===== src/rtl/i2s_pkg.sv =====
// Shared I2S definitions: controller state encoding and lrclk channel values.
package i2s_pkg;

  typedef enum logic [1:0] {
    IDLE     = 2'd0,
    RUN      = 2'd1,
    STOPPING = 2'd2
  } i2s_ctrl_state_t;

  localparam logic I2S_CH_L = 1'b0;
  localparam logic I2S_CH_R = 1'b1;

endpackage : i2s_pkg


===== src/rtl/i2s_sclk_div.sv =====
// Bit-clock divider: toggles sclk every SCLK_DIV/2 enabled cycles and flags
// the edge being driven this cycle through rise/fall strobes.
module i2s_sclk_div #(
  parameter int unsigned SCLK_DIV = 4
) (
  input  logic clk,
  input  logic rst,
  input  logic en_i,
  input  logic clr_i,
  output logic sclk_o,
  output logic rise_c_o,
  output logic fall_c_o
);

  localparam int unsigned H  = SCLK_DIV / 2;
  localparam int unsigned DW = (H > 1) ? $clog2(H) : 1;
  localparam logic [DW-1:0] CNT_LAST = DW'(H - 1);

  logic [DW-1:0] cnt_q, cnt_d;
  logic          sclk_q, sclk_d;
  logic          tick_c;

  always_comb begin
    tick_c = en_i && !clr_i && (cnt_q == CNT_LAST);
    cnt_d  = cnt_q;
    sclk_d = sclk_q;
    if (clr_i) begin
      cnt_d  = '0;
      sclk_d = 1'b0;
    end else if (en_i) begin
      if (tick_c) begin
        cnt_d  = '0;
        sclk_d = ~sclk_q;
      end else begin
        cnt_d = cnt_q + DW'(1);
      end
    end
  end

  always_ff @(posedge clk) begin
    if (rst) begin
      cnt_q  <= '0;
      sclk_q <= 1'b0;
    end else begin
      cnt_q  <= cnt_d;
      sclk_q <= sclk_d;
    end
  end

  assign sclk_o   = sclk_q;
  assign rise_c_o = tick_c && !sclk_q;
  assign fall_c_o = tick_c && sclk_q;

endmodule : i2s_sclk_div


===== src/rtl/i2s_ctrl.sv =====
// I2S bus master: generates sclk/lrclk, starts/stops on frame boundaries,
// counts frames and flags underruns on the I2STx sample stream.
module i2s_ctrl
  import i2s_pkg::*;
#(
  parameter int unsigned SCLK_DIV    = 4,
  parameter int unsigned BITS_PER_CH = 32,
  parameter int unsigned CNTW        = 16
) (
  input  logic            clk,
  input  logic            rst,
  input  logic            enable,
  input  logic            clr_stats,
  input  logic            mon_tvalid,
  input  logic            mon_tready,
  output logic            sclk,
  output logic            lrclk,
  output logic            running,
  output logic            frame_start,
  output logic [CNTW-1:0] frame_count,
  output logic            underrun,
  output logic [CNTW-1:0] underrun_count
);

  localparam int unsigned BW = $clog2(2 * BITS_PER_CH);
  localparam logic [BW-1:0] BIT_LAST = BW'(2 * BITS_PER_CH - 1);
  localparam logic [BW-1:0] BIT_HALF = BW'(BITS_PER_CH - 1);

  if (SCLK_DIV < 2 || (SCLK_DIV % 2) != 0) begin : g_bad_sclk_div
    $error("i2s_ctrl: SCLK_DIV must be even and >= 2");
  end
  if (BITS_PER_CH < 2) begin : g_bad_bits_per_ch
    $error("i2s_ctrl: BITS_PER_CH must be >= 2");
  end

  i2s_ctrl_state_t state_q, state_d;
  logic [BW-1:0]   bit_q, bit_d;
  logic            lrclk_q, lrclk_d;
  logic            running_q, running_d;
  logic            fs_q, fs_d;
  logic            ur_q, ur_d;
  logic [CNTW-1:0] fcnt_q, fcnt_d;
  logic [CNTW-1:0] ucnt_q, ucnt_d;
  logic [1:0]      smp_q, smp_d;
  logic            first_q, first_d;

  logic div_clr_c, sclk_fall_c, sclk_rise_unused_c;
  logic hs_c, bit_last_c, stop_c;

  assign div_clr_c = (state_q == IDLE);

  i2s_sclk_div #(
    .SCLK_DIV(SCLK_DIV)
  ) u_sclk_div (
    .clk     (clk),
    .rst     (rst),
    .en_i    (1'b1),
    .clr_i   (div_clr_c),
    .sclk_o  (sclk),
    .rise_c_o(sclk_rise_unused_c),
    .fall_c_o(sclk_fall_c)
  );

  // Next-state, bit counter, lrclk and statistics.
  always_comb begin
    state_d    = state_q;
    bit_d      = bit_q;
    lrclk_d    = lrclk_q;
    fs_d       = 1'b0;
    ur_d       = 1'b0;
    fcnt_d     = fcnt_q;
    ucnt_d     = ucnt_q;
    smp_d      = smp_q;
    first_d    = first_q;
    hs_c       = mon_tvalid && mon_tready;
    bit_last_c = (bit_q == BIT_LAST);
    stop_c     = (state_q == STOPPING) && !enable && sclk_fall_c && bit_last_c;

    unique case (state_q)
      IDLE:     if (enable) state_d = RUN;
      RUN:      if (!enable) state_d = STOPPING;
      STOPPING: begin
        if (enable)      state_d = RUN;
        else if (stop_c) state_d = IDLE;
      end
      default:  state_d = IDLE;
    endcase

    if (hs_c && smp_q != 2'd3) smp_d = smp_q + 2'd1;

    if (state_q == IDLE || stop_c) begin
      bit_d   = BIT_LAST;
      lrclk_d = I2S_CH_R;
      smp_d   = 2'd0;
      first_d = 1'b1;
    end else if (sclk_fall_c) begin
      if (bit_last_c) begin
        bit_d   = '0;
        lrclk_d = I2S_CH_L;
        fs_d    = 1'b1;
        fcnt_d  = fcnt_q + CNTW'(1);
        smp_d   = hs_c ? 2'd1 : 2'd0;
        first_d = 1'b0;
        // The frame opened right after IDLE has no previous frame to judge.
        if (!first_q && smp_q < 2'd2) begin
          ur_d = 1'b1;
          if (ucnt_q != '1) ucnt_d = ucnt_q + CNTW'(1);
        end
      end else begin
        bit_d = bit_q + BW'(1);
        if (bit_q == BIT_HALF) lrclk_d = I2S_CH_R;
      end
    end

    if (clr_stats) begin
      fcnt_d = '0;
      ucnt_d = '0;
    end

    running_d = (state_d != IDLE);
  end

  always_ff @(posedge clk) begin
    if (rst) begin
      state_q   <= IDLE;
      bit_q     <= BIT_LAST;
      lrclk_q   <= I2S_CH_R;
      running_q <= 1'b0;
      fs_q      <= 1'b0;
      ur_q      <= 1'b0;
      fcnt_q    <= '0;
      ucnt_q    <= '0;
      smp_q     <= 2'd0;
      first_q   <= 1'b1;
    end else begin
      state_q   <= state_d;
      bit_q     <= bit_d;
      lrclk_q   <= lrclk_d;
      running_q <= running_d;
      fs_q      <= fs_d;
      ur_q      <= ur_d;
      fcnt_q    <= fcnt_d;
      ucnt_q    <= ucnt_d;
      smp_q     <= smp_d;
      first_q   <= first_d;
    end
  end

  assign lrclk          = lrclk_q;
  assign running        = running_q;
  assign frame_start    = fs_q;
  assign underrun       = ur_q;
  assign frame_count    = fcnt_q;
  assign underrun_count = ucnt_q;

endmodule : i2s_ctrl


===== config.mk =====
export PLATFORM = sky130hd
export DESIGN_NAME = i2s_ctrl
export DESIGN_NICKNAME = d
export VERILOG_FILES = /design/src/rtl/i2s_pkg.sv /design/src/rtl/i2s_sclk_div.sv /design/src/rtl/i2s_ctrl.sv
export SDC_FILE = /design/constraint.sdc
export NUM_CORES = 1
export LEC_CHECK = 0
export ABC_AREA = 0
export CAP_MARGIN = 10
export CELL_PAD_IN_SITES_DETAIL_PLACEMENT = 1
export CELL_PAD_IN_SITES_GLOBAL_PLACEMENT = 1
export CORE_AREA = 2 2 76 96
export CTS_CLUSTER_DIAMETER = 100
export CTS_CLUSTER_SIZE = 24
export DETAILED_ROUTE_END_ITERATION = 7
export DIE_AREA = 0 0 78 98
export PLACE_DENSITY = 0.7
export SLEW_MARGIN = 20
export SYNTH_ARGS = -nofsm -noshare
export SYNTH_HDL_FRONTEND = slang
export SYNTH_SLANG_ARGS = --single-unit
export TNS_END_PERCENT = 50

===== constraint.sdc =====
create_clock -name clk -period 2.46 [get_ports clk]
set_clock_uncertainty 0.1 [all_clocks]
set_input_delay 0.492 -clock clk [delete_from_list [all_inputs] [get_ports clk]]
set_output_delay 0.492 -clock clk [all_outputs]
set_load 0.01 [all_outputs]

**Word-level counts from Yosys, hierarchy flattened**

Index checks and enable logic that the tools add are counted.

- Bitwise gates (word level): 4
- Muxes and demuxes: 14
- Order comparisons: 1
- $add $sub $neg: 5
- Reduce and logical (&&, ||, !) cells: 25
- Equality and inequality tests: 6

Operators by type and width:

| kind | count |
|---|---|
| $add A16 B1 Y16 const B | 2 |
| $ne A16 B16 Y1 const B | 1 |
| $mux W2 | 7 |
| $logic_and A1 B1 Y1 | 8 |
| $add A6 B1 Y6 const B | 1 |
| $eq A6 B5 Y1 const B | 1 |
| $eq A6 B6 Y1 const B | 1 |
| $mux W6 | 1 |
| $pmux W2 S3 | 1 |
| $reduce_or A2 Y1 | 3 |
| $reduce_or A3 Y1 | 2 |
| $mux W1 | 5 |
| $reduce_and A5 Y1 | 1 |
| $not A1 Y1 | 4 |
| $reduce_and A2 Y1 | 2 |
| $reduce_bool A2 Y1 | 2 |
| $reduce_or A4 Y1 | 1 |
| $logic_not A1 Y1 | 3 |
| $reduce_and A3 Y1 | 1 |
| $add A2 B1 Y2 const B | 1 |
| $eq A2 B1 Y1 const B | 1 |
| $eq A2 B2 Y1 const B | 1 |
| $logic_not A2 Y1 | 1 |
| $lt A2 B2 Y1 const B | 1 |
| other kinds (3) | 3 |

- Logic and storage cells: 67
- Input bits: 6
- Register bits after elaboration: 49

**Depth between registers and ports, before layout**

- Depth in word-level cells: 10
- Mapped depth: 8
- Gate-level depth less buffers: 6

**Hierarchy**

Synthesis repeated with hierarchy kept, for this count alone.

- Cell total of the unflattened synthesis: 271
- Area total of the unflattened synthesis: 2323.5 um2

By module, submodules not included:

| module | times used | area an instance (um2) | seq. area each (um2) | cells each |
|---|---|---|---|---|
| i2s_ctrl | 1 | 2217.1 | 940.9 | 260 |
| i2s_sclk_div | 1 | 106.4 | 40.0 | 11 |

**Worst setup path before layout**

Ideal clock, no wire load.

- Path type: reg2reg
- Start: register bit_q[0]
- End: register ucnt_q[8], in the netlist underrun_count[8]
- Data arrival time: 2.304 ns
- Stages on the path, launching flop included: 9
- Data required time: 2.290 ns
- Path slack: -0.015 ns
- Clock period less this slack: 2.475 ns
- Cells stage by stage: dfxtp_1 ha_1 nand2_1 or3_1 buf_2 or3_1 buf_2 or4_1 a21oi_1

- Cells in the longest elaborated chain, start to end: 5

Ends and longest elaborated chain:

| what | RTL line | source |
|---|---|---|
| start, declared | i2s_ctrl.sv:37 | `logic [BW-1:0] bit_q, bit_d;` |
| start signal, assigned | i2s_ctrl.sv:137 | `bit_q <= bit_d;` |
| $eq A6 B6 Y1 (*) | i2s_ctrl.sv:76 | `bit_last_c = (bit_q == BIT_LAST);` |
| $logic_and A1 B1 Y1 | i2s_ctrl.sv:77 | `stop_c = (state_q == STOPPING) && !enable && sclk_fall_c && bit_last_c;` |
| $logic_or A1 B1 Y1 | i2s_ctrl.sv:91 | `if (state_q == IDLE \|\| stop_c) begin` |
| $not A1 Y1 (no source line) | n/a |  |
| $reduce_and A5 Y1 (no source line) (*) | n/a |  |
| end signal, assigned | i2s_ctrl.sv:143 | `ucnt_q <= ucnt_d;` |
| end, declared | i2s_ctrl.sv:43 | `logic [CNTW-1:0] ucnt_q, ucnt_d;` |

Mark *: on every way between the ends. The rest lies on a longest branch, timed or not.
A chain may end at the register's enable or synchronous reset.

**Final worst setup path**

- Start: input port enable
- End: register ucnt_q[8], in the netlist underrun_count[8]

- Cells in the longest elaborated chain, start to end: 7

Ends and longest elaborated chain:

| what | RTL line | source |
|---|---|---|
| start, declared | i2s_ctrl.sv:12 | `input logic enable,` |
| $logic_not A1 Y1 | n/a |  |
| $logic_and A1 B1 Y1 (3 in series) | i2s_ctrl.sv:77 |  |
| $logic_or A1 B1 Y1 | i2s_ctrl.sv:91 |  |
| $not A1 Y1 (no source line) | n/a |  |
| $reduce_and A5 Y1 (no source line) | n/a |  |

No other way between the ends.

==> results by group <==
STA
  • Max-slew violations: 0
  • Worst hold slack: 0.354 ns
  • Tmin final: 2.44 ns
  • Unrepaired setup endpoints after global routing: true
  • Fmax achieved: 410 MHz
  • Final Cycle Share: 99.2%
  • Final hold vios: 0
  • Slew HR: 71.5%
  • Worst Tran Pin Value: 0.424 ns
  • Finish-stage setup viols: 0

Synthesis
  • Ys Warns: 0
  • Synthesized instance count: 260
  • Number of synthesized flops with an enable pin: 0
  • Mapped Area: 2240 um^2
  • Async S/R FF share, synth: 0%
  • Seq/Total Area, Yosys: 43.8%
  • Post-synthesis adder-cell area fraction: 2.24%
  • Largest family of logic cells by synthesized area: simple AND/OR/NAND/NOR gates
  • Synth Net Count: 270
  • Post-Synth Simple-Gate Area: 29.6%
  • XOR/XNOR Fraction of Synth Area: 9.40%
  • Syn_area_per_cell: 8.60 um^2
  • Main flop type after synthesis: dfxtp_1
  • Compound-cell area share of the yosys netlist: 10.3%
  • Mux share of post-synthesis cell area: 1.79%
  • Synth unique cells: 41
  • #FFs+latches synth: 49

Run
  • Max cap viols: 0

Setup path
  • Required @ worst endpoint: 2.60 ns
  • Setup crit end kind: flop
  • Worst-path fanout max: 5
  • Crit Path Class: in -> reg
  • CP top delay family: simple AND/OR/NAND/NOR gates
  • RR Startpoint: bit_q[0]$_SDFFE_PP1N_
  • CP peak stage delay: 0.48 ns
  • Crit path cell chain: clkdlybuf4s50_1 -> and4bb_1 -> or3_1 -> or3_4 -> or4_1 -> a21oi_1
  • Slowest-stage cell, CP: clkdlybuf4s50_1
  • CP Launch Point: enable
  • Crit start category: input port
  • CP bufs+invs: 1
  • Crit path DAT: 2.58 ns

Route
  • Vias: 2,128
  • Wirelength per Cell: 14.1 um
  • Post-DR vias/cell: 5.19
  • Routed wire length: 5.79 mm
  • 1st-iter DRT viols: 43
  • # DRC: 0
  • Drt pass-1 iters: 5
  • DRT antenna net count: 0

Global route
  • Initial antenna violation count: 0
  • Total grt overflow: 0
  • First-pass GRT wire length: 9.89 mm
  • Largest net degree at the start of global routing: 28
  • Vias in the first global route: 2,144
  • GRT Total Usage: 15.8%

Placement
  • Inst Count DP: 402
  • IO Port Bufs: 42
  • DP Wirelength: 4.26 mm
  • Gpl congestion: 0.758

CTS
  • Total setup buffers inserted after CTS: 0
  • Inserted Clock Buffers: 5
  • Clock root buffer: clkbuf_8
  • H-tree depth: 2
  • Max Root-Sink Buffers: 2
  • Clock transition at path regs: 0.09 ns
  • Clock Latency Late Sink: 0.30 ns
  • TritonCTS clock tree: yes
  • Hold_buf cts: 0
  • Clock sink count: 49

Power and ir drop
  • P_int: 1.02 mW
  • Combinational power share: 3.7%
  • Power per cell area: 439 nW/um^2
  • Maximum VDD drop: 0.000235 V
  • Sw Ratio: 22.7%
  • Clock power frac: 35.4%
  • Leak: 1.03 nW
  • Part of the power in registers: 60.9%
  • Switching pwr: 0.299 mW

Final layout
  • Most frequent cells in the layout: 49 x dfxtp_1, 42 x clkdlybuf4s50_1, 36 x nor2_1, 22 x buf_4, 21 x nand2_1
  • Area Growth Syn to Fin: 34.2%
  • Commonest non-fill, non-tap cell in the layout: dfxtp_1
  • Post-layout util: 44.1%
  • Post-Layout Cell Count: 410
  • Share of cells above drive strength 1: 13.4%
  • NumNets Final: 329
  • Ant. Diodes: 0

Min path
  • Hold Startpoint: first_q$_SDFFE_PP1P_
  • Worst hold path class: reg -> reg

Run status
  • Outcome: completed

Floorplanning
  • Total core area: 6810 um^2
  • Die W: 78 um
  • Die ar.: 7640 um^2
  • Row count: 34
  • Starting Density: 32.9%
  • Die span in y: 98 um
  • Io pins: 43
-- worst paths after layout --
path / slack, ns / end / depth (start not counted)
worst max register to register: 0.11 / underrun_count[8]$_SDFFE_PP0P_ / 6
worst min register to register: 0.35 / underrun$_SDFF_PP0_ / 1
worst min-delay path: 0.35 / underrun$_SDFF_PP0_ / 1
worst max-delay path: 0.02 / underrun_count[8]$_SDFFE_PP0P_ / 6
-- synthesized netlist by cell type (5+ instances only) --
library cell	instances	area share [%]
xor2_1	5	2.0
nand4_1	10	2.8
a21oi_1	11	2.5
dfxtp_1	49	44
nor2_1	36	6.0
nand3_1	17	3.8
nor4_1	13	3.6
or3_1	8	2.2
nand2_1	21	3.5
nor3_1	6	1.3
clkbuf_1	8	1.3
xnor2_1	19	7.4
-- layout make-up --
type	count	area, um^2
Fill cell	838	3800
Timing Repair Buffer	64	586
Clock inverter	2	10.0
Clock buffer	6	72.6
Sequential cell	49	981
Tap cell	90	113
Inverter	4	15.0
Multi-Input combinational cell	195	1220
-- through the flow --
stage	setup TNS, ns	total power [mW]	area [um^2]	setup WS, ns
finish	0	1.32	3000	0.0187
global route	-0.0294	1.38	3000	-0.0294
CTS	0	1.34	2980	0.00740
detailed placement	-3.26	0.870	2890	-0.335
global placement	-2.92	0.869	2890	-0.311
floorplan	0	0.843	2240	0.00619
-- power by group through the flow --
stage | clock network, mW | registers (mW) | logic, mW
final | 0.467 | 0.802 | 0.0488
after global routing | 0.525 | 0.803 | 0.0547
after CTS | 0.489 | 0.802 | 0.0498
after detailed placement | 0 | 0.821 | 0.0494
after global placement | 0 | 0.821 | 0.0489
after floorplan | 0 | 0.820 | 0.0229
-- state kept, by name, summed over array words and instances, names as in the netlist --
| register | flops |
|---|---|
| frame_start | 1 |
| u_sclk_div.sclk_o | 1 |
| u_sclk_div.cnt_q | 1 |
| bit_q | 6 |
| underrun_count | 16 |
| running | 1 |
| smp_q | 2 |
| underrun | 1 |
| lrclk | 1 |
| state_q | 2 |
| first_q | 1 |
| frame_count | 16 |
-- what timing repair did --
item / 4_1_cts / 5_1_grt
cloned: 0 / 0
endpoints found under the setup margin: 1 / 6
resized for setup: 1 / 4
hold endpoints to repair: 0 / 0
-- cell families after synthesis --
group / Yosys count
AOI/OAI and AO/OA: 34
adders and majority gates: 4
DFF: 49
buffers and inverters: 16
muxes: 4
and+or+nand+nor: 129
xor gates and xnor gates: 24
-- routing by layer --
layer  wire length [um]  track usage, %  share of wire (%)
met1               2490            18.0                 43
met4                 59            5.26                1.0
met5                  0               0                  0
met2               3060            29.2                 53
met3                169            3.05                2.9
Note: power is estimated with default switching activity, not from simulation.
